===== config.mk =====
export PLATFORM = sky130hd
export DESIGN_NAME = eth_tx_framer
export DESIGN_NICKNAME = d
export VERILOG_FILES = /design/src/rtl/eth_pkg.sv /design/src/rtl/eth_tx_framer_crc32_d8.sv /design/src/rtl/eth_tx_framer.sv
export SDC_FILE = /design/constraint.sdc
export NUM_CORES = 1
export LEC_CHECK = 0
export ABC_AREA = 1
export BUFFER_PORTS_ARGS = -buffer_cell sky130_fd_sc_hd__buf_2
export CAP_MARGIN = 20
export CELL_PAD_IN_SITES_DETAIL_PLACEMENT = 1
export CELL_PAD_IN_SITES_GLOBAL_PLACEMENT = 1
export CORE_MARGIN = 3
export CORE_UTILIZATION = 45
export DETAILED_ROUTE_END_ITERATION = 12
export GPL_ROUTABILITY_DRIVEN = 0
export PLACE_DENSITY = 0.8
export SYNTH_ARGS = -nofsm -noshare
export SYNTH_HDL_FRONTEND = slang
export SYNTH_SLANG_ARGS = --single-unit

===== constraint.sdc =====
create_clock -name clk -period 3.6 [get_ports clk]
set_input_delay 0.36 -clock clk [delete_from_list [all_inputs] [get_ports clk]]
set_output_delay 0.36 -clock clk [all_outputs]
set_load 0.01 [all_outputs]

===== src/rtl/eth_pkg.sv =====
// Shared constants and state encoding for the Ethernet transmit framer.
package eth_pkg;
  localparam logic [7:0]  PREAMBLE_BYTE = 8'h55;
  localparam logic [7:0]  SFD_BYTE      = 8'hD5;
  localparam logic [31:0] CRC_POLY      = 32'hEDB88320;
  localparam logic [31:0] CRC_INIT      = 32'hFFFFFFFF;
  localparam logic [31:0] CRC_RESIDUE   = 32'hDEBB20E3;

  typedef enum logic [2:0] {
    IDLE, PREAMBLE, SFD, DATA, PAD, FCS, IFG, ABORT
  } tx_state_t;
endpackage


===== src/rtl/eth_tx_framer_crc32_d8.sv =====
// Byte-wide next-state function of the reflected IEEE 802.3 CRC-32.
module crc32_d8
  import eth_pkg::*;
(
  input  logic [31:0] crc_in,
  input  logic [7:0]  data,
  output logic [31:0] crc_out
);
  logic [31:0] c;

  always_comb begin
    c = crc_in ^ {24'h000000, data};
    for (int i = 0; i < 8; i++) begin
      c = c[0] ? ((c >> 1) ^ CRC_POLY) : (c >> 1);
    end
    crc_out = c;
  end
endmodule


===== src/rtl/eth_tx_framer.sv =====
// GMII transmit framer: preamble/SFD, payload, zero padding, FCS and IFG,
// fed by a request/response FIFO whose answer arrives one cycle after s_ready.
module eth_tx_framer
  import eth_pkg::*;
#(
  parameter int PREAMBLE_LEN = 7,
  parameter int MIN_PAYLOAD  = 60,
  parameter int MAX_PAYLOAD  = 1514,
  parameter int IFG_CYCLES   = 12
) (
  input  logic       clk,
  input  logic       rst,
  input  logic [7:0] s_data,
  input  logic       s_valid,
  input  logic       s_last,
  output logic       s_ready,
  output logic [7:0] gmii_txd,
  output logic       gmii_tx_en,
  output logic       gmii_tx_er,
  output logic       busy,
  output logic       frame_done,
  output logic       underrun
);
  localparam logic [7:0]  PRE_N = 8'(PREAMBLE_LEN);
  localparam logic [7:0]  IFG_N = 8'(IFG_CYCLES);
  localparam logic [7:0]  FCS_N = 8'd4;
  localparam logic [10:0] MIN_N = 11'(MIN_PAYLOAD);
  localparam logic [10:0] MAX_N = 11'(MAX_PAYLOAD);

  tx_state_t   state_q, state_d;
  logic [7:0]  cnt_q, cnt_d;
  logic [10:0] count_q, count_d;
  logic        eof_q, eof_d;
  logic        pend_vld_q, pend_vld_d;
  logic [7:0]  pend_data_q, pend_data_d;
  logic        pend_last_q, pend_last_d;
  logic [7:0]  hold_q, hold_d;
  logic [31:0] crc_q, crc_d;
  logic [31:0] crc_in, crc_out, fcs_word;
  logic [7:0]  crc_byte;
  logic [7:0]  txd_q, txd_d;
  logic        en_q, en_d, er_q, er_d;
  logic        busy_q, busy_d, done_q, done_d, urun_q, urun_d;
  logic        start, after_payload, start_last;
  logic [7:0]  start_byte;

  function automatic logic [10:0] sat_inc(input logic [10:0] v);
    return (v >= MAX_N) ? MAX_N : v + 11'd1;
  endfunction

  // The SFD cycle folds in the first byte from the hold register; pad cycles fold in zero.
  assign crc_in   = (state_q == SFD) ? CRC_INIT : crc_q;
  assign crc_byte = (state_q == SFD) ? hold_q :
                    ((state_q == DATA) && !eof_q) ? s_data : 8'h00;
  assign fcs_word = ~crc_q;

  crc32_d8 u_crc (
    .crc_in  (crc_in),
    .data    (crc_byte),
    .crc_out (crc_out)
  );

  // In IDLE the request drops combinationally on the beat that starts a frame.
  assign s_ready = !rst &&
                   (((state_q == IDLE) && !pend_vld_q && !s_valid) ||
                    (((state_q == SFD) || (state_q == DATA) || (state_q == ABORT)) && !eof_q));

  always_comb begin
    state_d       = state_q;
    cnt_d         = cnt_q;
    count_d       = count_q;
    eof_d         = eof_q;
    pend_vld_d    = pend_vld_q;
    pend_data_d   = pend_data_q;
    pend_last_d   = pend_last_q;
    hold_d        = hold_q;
    crc_d         = crc_q;
    txd_d         = 8'h00;
    en_d          = 1'b0;
    er_d          = 1'b0;
    done_d        = 1'b0;
    urun_d        = 1'b0;
    start         = 1'b0;
    start_byte    = 8'h00;
    start_last    = 1'b0;
    after_payload = 1'b0;

    // A beat after the frame's s_last belongs to the next frame.
    if (s_valid && eof_q && (state_q != IDLE)) begin
      pend_vld_d  = 1'b1;
      pend_data_d = s_data;
      pend_last_d = s_last;
    end

    case (state_q)
      IDLE: begin
        if (pend_vld_q) begin
          start      = 1'b1;
          start_byte = pend_data_q;
          start_last = pend_last_q;
        end else if (s_valid) begin
          start      = 1'b1;
          start_byte = s_data;
          start_last = s_last;
        end
      end
      PREAMBLE: begin
        en_d = 1'b1;
        if (cnt_q == PRE_N) begin
          state_d = SFD;
          txd_d   = SFD_BYTE;
        end else begin
          cnt_d = cnt_q + 8'd1;
          txd_d = PREAMBLE_BYTE;
        end
      end
      SFD: begin
        en_d    = 1'b1;
        state_d = DATA;
        txd_d   = hold_q;
        count_d = 11'd1;
        crc_d   = crc_out;
      end
      DATA: begin
        en_d = 1'b1;
        if (eof_q) begin
          after_payload = 1'b1;
        end else if (s_valid) begin
          count_d = sat_inc(count_q);
          crc_d   = crc_out;
          eof_d   = s_last;
          if ((sat_inc(count_q) == MAX_N) && !s_last) begin
            state_d = ABORT;
            er_d    = 1'b1;
          end else begin
            txd_d = s_data;
          end
        end else begin
          urun_d  = 1'b1;
          state_d = ABORT;
          er_d    = 1'b1;
        end
      end
      PAD: begin
        en_d          = 1'b1;
        after_payload = 1'b1;
      end
      FCS: begin
        if (cnt_q == FCS_N) begin
          state_d = IFG;
          cnt_d   = 8'd1;
          done_d  = 1'b1;
        end else begin
          en_d  = 1'b1;
          txd_d = fcs_word[{cnt_q[1:0], 3'b000} +: 8];
          cnt_d = cnt_q + 8'd1;
        end
      end
      IFG: begin
        if (cnt_q == IFG_N) begin
          if (pend_vld_q) begin
            start      = 1'b1;
            start_byte = pend_data_q;
            start_last = pend_last_q;
          end else begin
            state_d = IDLE;
          end
        end else begin
          cnt_d = cnt_q + 8'd1;
        end
      end
      ABORT: begin
        en_d = 1'b1;
        er_d = 1'b1;
        if (s_valid && !eof_q) begin
          eof_d = s_last;
          if (s_last) begin
            state_d = IFG;
            cnt_d   = 8'd1;
            en_d    = 1'b0;
            er_d    = 1'b0;
          end
        end
      end
      default: state_d = IDLE;
    endcase

    if (after_payload) begin
      if (count_q < MIN_N) begin
        state_d = PAD;
        count_d = sat_inc(count_q);
        crc_d   = crc_out;
        txd_d   = 8'h00;
      end else begin
        state_d = FCS;
        cnt_d   = 8'd1;
        txd_d   = fcs_word[7:0];
      end
    end

    if (start) begin
      hold_d     = start_byte;
      eof_d      = start_last;
      pend_vld_d = 1'b0;
      count_d    = 11'd0;
      cnt_d      = 8'd1;
      txd_d      = PREAMBLE_BYTE;
      en_d       = 1'b1;
      state_d    = PREAMBLE;
    end

    busy_d = (state_d != IDLE);
  end

  always_ff @(posedge clk or posedge rst) begin
    if (rst) begin
      state_q    <= IDLE;
      cnt_q      <= 8'd0;
      count_q    <= 11'd0;
      eof_q      <= 1'b0;
      pend_vld_q <= 1'b0;
      txd_q      <= 8'h00;
      en_q       <= 1'b0;
      er_q       <= 1'b0;
      busy_q     <= 1'b0;
      done_q     <= 1'b0;
      urun_q     <= 1'b0;
    end else begin
      state_q    <= state_d;
      cnt_q      <= cnt_d;
      count_q    <= count_d;
      eof_q      <= eof_d;
      pend_vld_q <= pend_vld_d;
      txd_q      <= txd_d;
      en_q       <= en_d;
      er_q       <= er_d;
      busy_q     <= busy_d;
      done_q     <= done_d;
      urun_q     <= urun_d;
    end
  end

  always_ff @(posedge clk) begin
    hold_q      <= hold_d;
    crc_q       <= crc_d;
    pend_data_q <= pend_data_d;
    pend_last_q <= pend_last_d;
  end

  assign gmii_txd   = txd_q;
  assign gmii_tx_en = en_q;
  assign gmii_tx_er = er_q;
  assign busy       = busy_q;
  assign frame_done = done_q;
  assign underrun   = urun_q;
endmodule

==> flow_summary_export.csv <==
group,metric,value,unit
finish,postLayoutCoreUtil,0.513,
cts,cts_setup_buffers,0,
placement,dpl.hpwl,16.0,mm
sta,fmax,311,MHz
setup_path,worstPathArrival,3.44,ns
synthesis,synth_fp_nets,914,
floorplanning,start_util,0.467,
setup_path,cp_top_family,"simple AND/OR/NAND/NOR gates",
synthesis,muxShareOfSynthArea,0,
status,outcome,"completed",
detailed_routing,drc_errors,0,
setup_path,path_class,"flop to flop",
cts,cts_max_path_buffers,2,
setup_path,critPathMaxStageDelay,0.57,ns
finish,drive_above_1_share,0.111,
power,powerDensity,973,nW/um2
detailed_routing,vias_per_cell,5.74,
placement,io_buffers,25,
detailed_routing,ant_nets,0,
sta,rsz0062_at_grt,"no",
synthesis,synth_top_family_by_area,"simple AND/OR/NAND/NOR gates",
finish,ff_latch_area,2080,um2
setup_path,crit_top_cell,"nand2_1",
global_route,use_met2,0.489,
finish,num-nets-final,935,
cts,clock-root-buffer,"clkbuf_16",
floorplanning,fp.dieH,121,um
floorplanning,core-area,12800,um2
floorplanning,die_x,121,um
finish,fillers,1752,
setup_path,cp-start-kind,"flop",
power,leakagePower,3.23,nW
finish,multi_input_area,3340,um2
sta,period_needed,3.22,ns
detailed_routing,firstDrtPassIters,5,
cts,htree_levels,3,
worst_hold_path,hp-class,"input pin to asynchronous set/reset pin",
sta,fin_tns_setup,0,ns
job,cap_viol_max_count,0,
global_route,grt_pass1_wl,34.4,mm
cts,clk_pin_slew,0.07,ns
cts,clkLatencyLatePin,0.35,ns
sta,slew_viol_final,0,
detailed_routing,wire_per_inst,19.4,um
placement,dp.cells,1081,
synthesis,syn_inst,899,
setup_path,cp_cell_sequence,"inv_1, nand2_2, nor2_4, nand2_1, nand3_1, nand2_2, xnor2_1, nand2_1, nand2_1, nand2_1, nand3_1, o21ai_1",
cts,numClockSinks,86,
floorplanning,io_pins,26,
synthesis,synth.avg_cell_area,6.66,um2
sta,hold_violations,0,
sta,setup_violations,0,
synthesis,synth_area,5990,um2
sta,worst_pin_slew,0.842,ns
finish,area_delta_synth_final,9.84,%
cts,cts_resized,0,
global_route,grt_max_degree,29,
sta,hold_ws,0.180,ns
synthesis,synthAdderAreaFrac,0.00627,
global_route,overflow,0,
synthesis,yosys-top-cells-area,"nand2_1, dfrtp_1, dfxtp_1, edfxtp_1, inv_1",
synthesis,synth-xor-area-share,0.0591,
sta,clock_skew,0.00644,ns
setup_path,endpoint_kind,"flop",
synthesis,ys_types,42,
cts,postCtsHoldBufs,0,
global_route,top_usage_layer,"met2",
synthesis,ys_ff_latch,86,
setup_path,cp_slowest_cell,"nor2_4",
detailed_routing,vias,6301,
synthesis,yosys.area.top_type_share,0.163,
floorplanning,rows,41,
synthesis,ys_seq_area_frac,0.347,
synthesis,yosysTopAreaCell,"nand2_1",
global_route,grt_pass1_vias,6391,
global_route,grtUsageTotal,0.301,
synthesis,yosys.area_share.simple,0.340,
detailed_routing,wirelength,21.3,mm
floorplanning,die-area,14700,um2
sta,post-route-period-util,0.894,
power,ir_drop,0.359,mV
detailed_routing,drt_iter0_drc,395,
global_route,grt_util_met1,0.424,
finish,num_antenna_cells,0,
synthesis,ys_warn_count,0,
global_route,use_met3,0.0373,
setup_path,worst-path-buf-inv,1,
cts,cts_tree,"done",
sta,relSlewSlack,0.435,
global_route,antenna_found_initial,0,
setup_path,cp_max_fo,27,
setup_path,cp_data_required_time,3.82,ns
synthesis,synth_compound_area_frac,0.151,
finish,fin_cells,1097,
cts,numCtsBuffers,9,
-- cells by family (layout without fill, tap and decap cells) --
family          Yosys count  in the layout
fa+ha+maj                 3              3
flops                    86             86
compound gates          160            160
buf+inv                 147            173
simple gates            466            466
xor+xnor                 37             37
-- metrics by stage --
| stage | total power, mW | worst slack, ns | area, um2 |
|---|---|---|---|
| 6_report | 6.40 | 0.381 | 6580 |
| 5_1_grt | 6.95 | 0.130 | 6580 |
| 4_1_cts | 6.36 | 0.466 | 6580 |
| 3_5_place_dp | 5.38 | 0.485 | 6290 |
| 3_3_place_gp | 5.21 | 0.665 | 6290 |
| 2_1_floorplan | 4.30 | 0.724 | 5990 |
-- routing by layer --
metal | wire length [um] | share of wire
met2 | 10100 | 0.47
met3 | 1230 | 0.058
met1 | 9690 | 0.46
met5 | 0 | 0
met4 | 280 | 0.013
-- final timing paths --
| kind | start | end | slack, ns | cells past startpoint |
|---|---|---|---|---|
| min in group clk | s_data[4] | pend_data_q[4] | 0.22 | 1 |
| hold reg to reg | crc_q[14] | crc_q[14] | 0.48 | 2 |
| setup / recovery | state_q[2] | crc_q[16] | 0.38 | 12 |
| setup reg to reg | state_q[2] | crc_q[16] | 0.38 | 12 |
| max in group asynchronous | rst | cnt_q[5] | 2.64 | 3 |
| hold / removal | rst | gmii_tx_er | 0.18 | 2 |
-- cell usage after synthesis --
library cell  instances
o22ai_1              16
nand3_1              74
nor2_2                4
a22oi_1               3
buf_4                 1
xor2_2                1
or2_2                14
nand2_2              16
o211ai_1              6
nor3_1               23
inv_2                 8
dfrtp_1              37
nor4_1                1
a32o_1                1
buf_6                 2
xnor2_2               3
xnor2_1              11
and2_0                1
clkinv_1              5
o21ai_0              57
clkbuf_1             15
nor2_8                1
edfxtp_1             17
nand2_1             260
buf_2                 7
inv_1               109
o21ai_1               4
ha_1                  3
o2111ai_1             8
nand3b_1              2
o31ai_1               3
a31oi_1               2
nor2_1               57
or2_1                 1
nor2_4                2
o21ai_4               1
xor2_1               22
nand2_4               2
dfxtp_1              32
nand4_1               8
a211oi_1              2
a21oi_1              57
-- cell usage in the layout, fill, tap and decap left out, types with 6 or more instances in the layout --
| cell type | instances |
|---|---|
| edfxtp_1 | 17 |
| o22ai_1 | 16 |
| dfxtp_1 | 32 |
| nor3_1 | 23 |
| o211ai_1 | 6 |
| nand4_1 | 8 |
| clkbuf_16 | 9 |
| nand3_1 | 74 |
| xor2_1 | 22 |
| nand2_2 | 16 |
| dfrtp_1 | 37 |
| buf_4 | 10 |
| xnor2_1 | 11 |
| inv_2 | 8 |
| nor2_1 | 57 |
| or2_2 | 14 |
| o2111ai_1 | 8 |
| o21ai_0 | 57 |
| buf_2 | 25 |
| inv_1 | 109 |
| a21oi_1 | 56 |
| nand2_1 | 260 |
-- where the power goes --
| group | internal, mW | switching (mW) | total, mW | leakage, nW |
|---|---|---|---|---|
| logic | 1.24 | 2.58 | 3.81 | 2.17 |
| clock network | 0.537 | 0.414 | 0.952 | 0.146 |
| registers | 1.35 | 0.289 | 1.63 | 0.919 |
| total | 3.12 | 3.28 | 6.40 | 3.23 |
-- sequential cells by signal, summed over array words and instances (netlist names) --
name and count:
pend_last_q 1, cnt_q 8, hold_q 8, count_q 11, gmii_tx_er 1, pend_vld_q 1
underrun 1, crc_q 32, pend_data_q 8, gmii_tx_en 1, busy 1, eof_q 1
gmii_txd 8, state_q 3, frame_done 1
-- area by class of cell --
class | count | area share
multi-input cells | 666 | 0.507
flip-flops and latches | 86 | 0.316
inverters | 122 | 0.0696
clock buffers | 10 | 0.0348
well taps | 172 | 0.0327
repair buffers | 35 | 0.0304
clock inverters | 6 | 0.00951
Note: power is estimated with default switching activity, not from simulation.
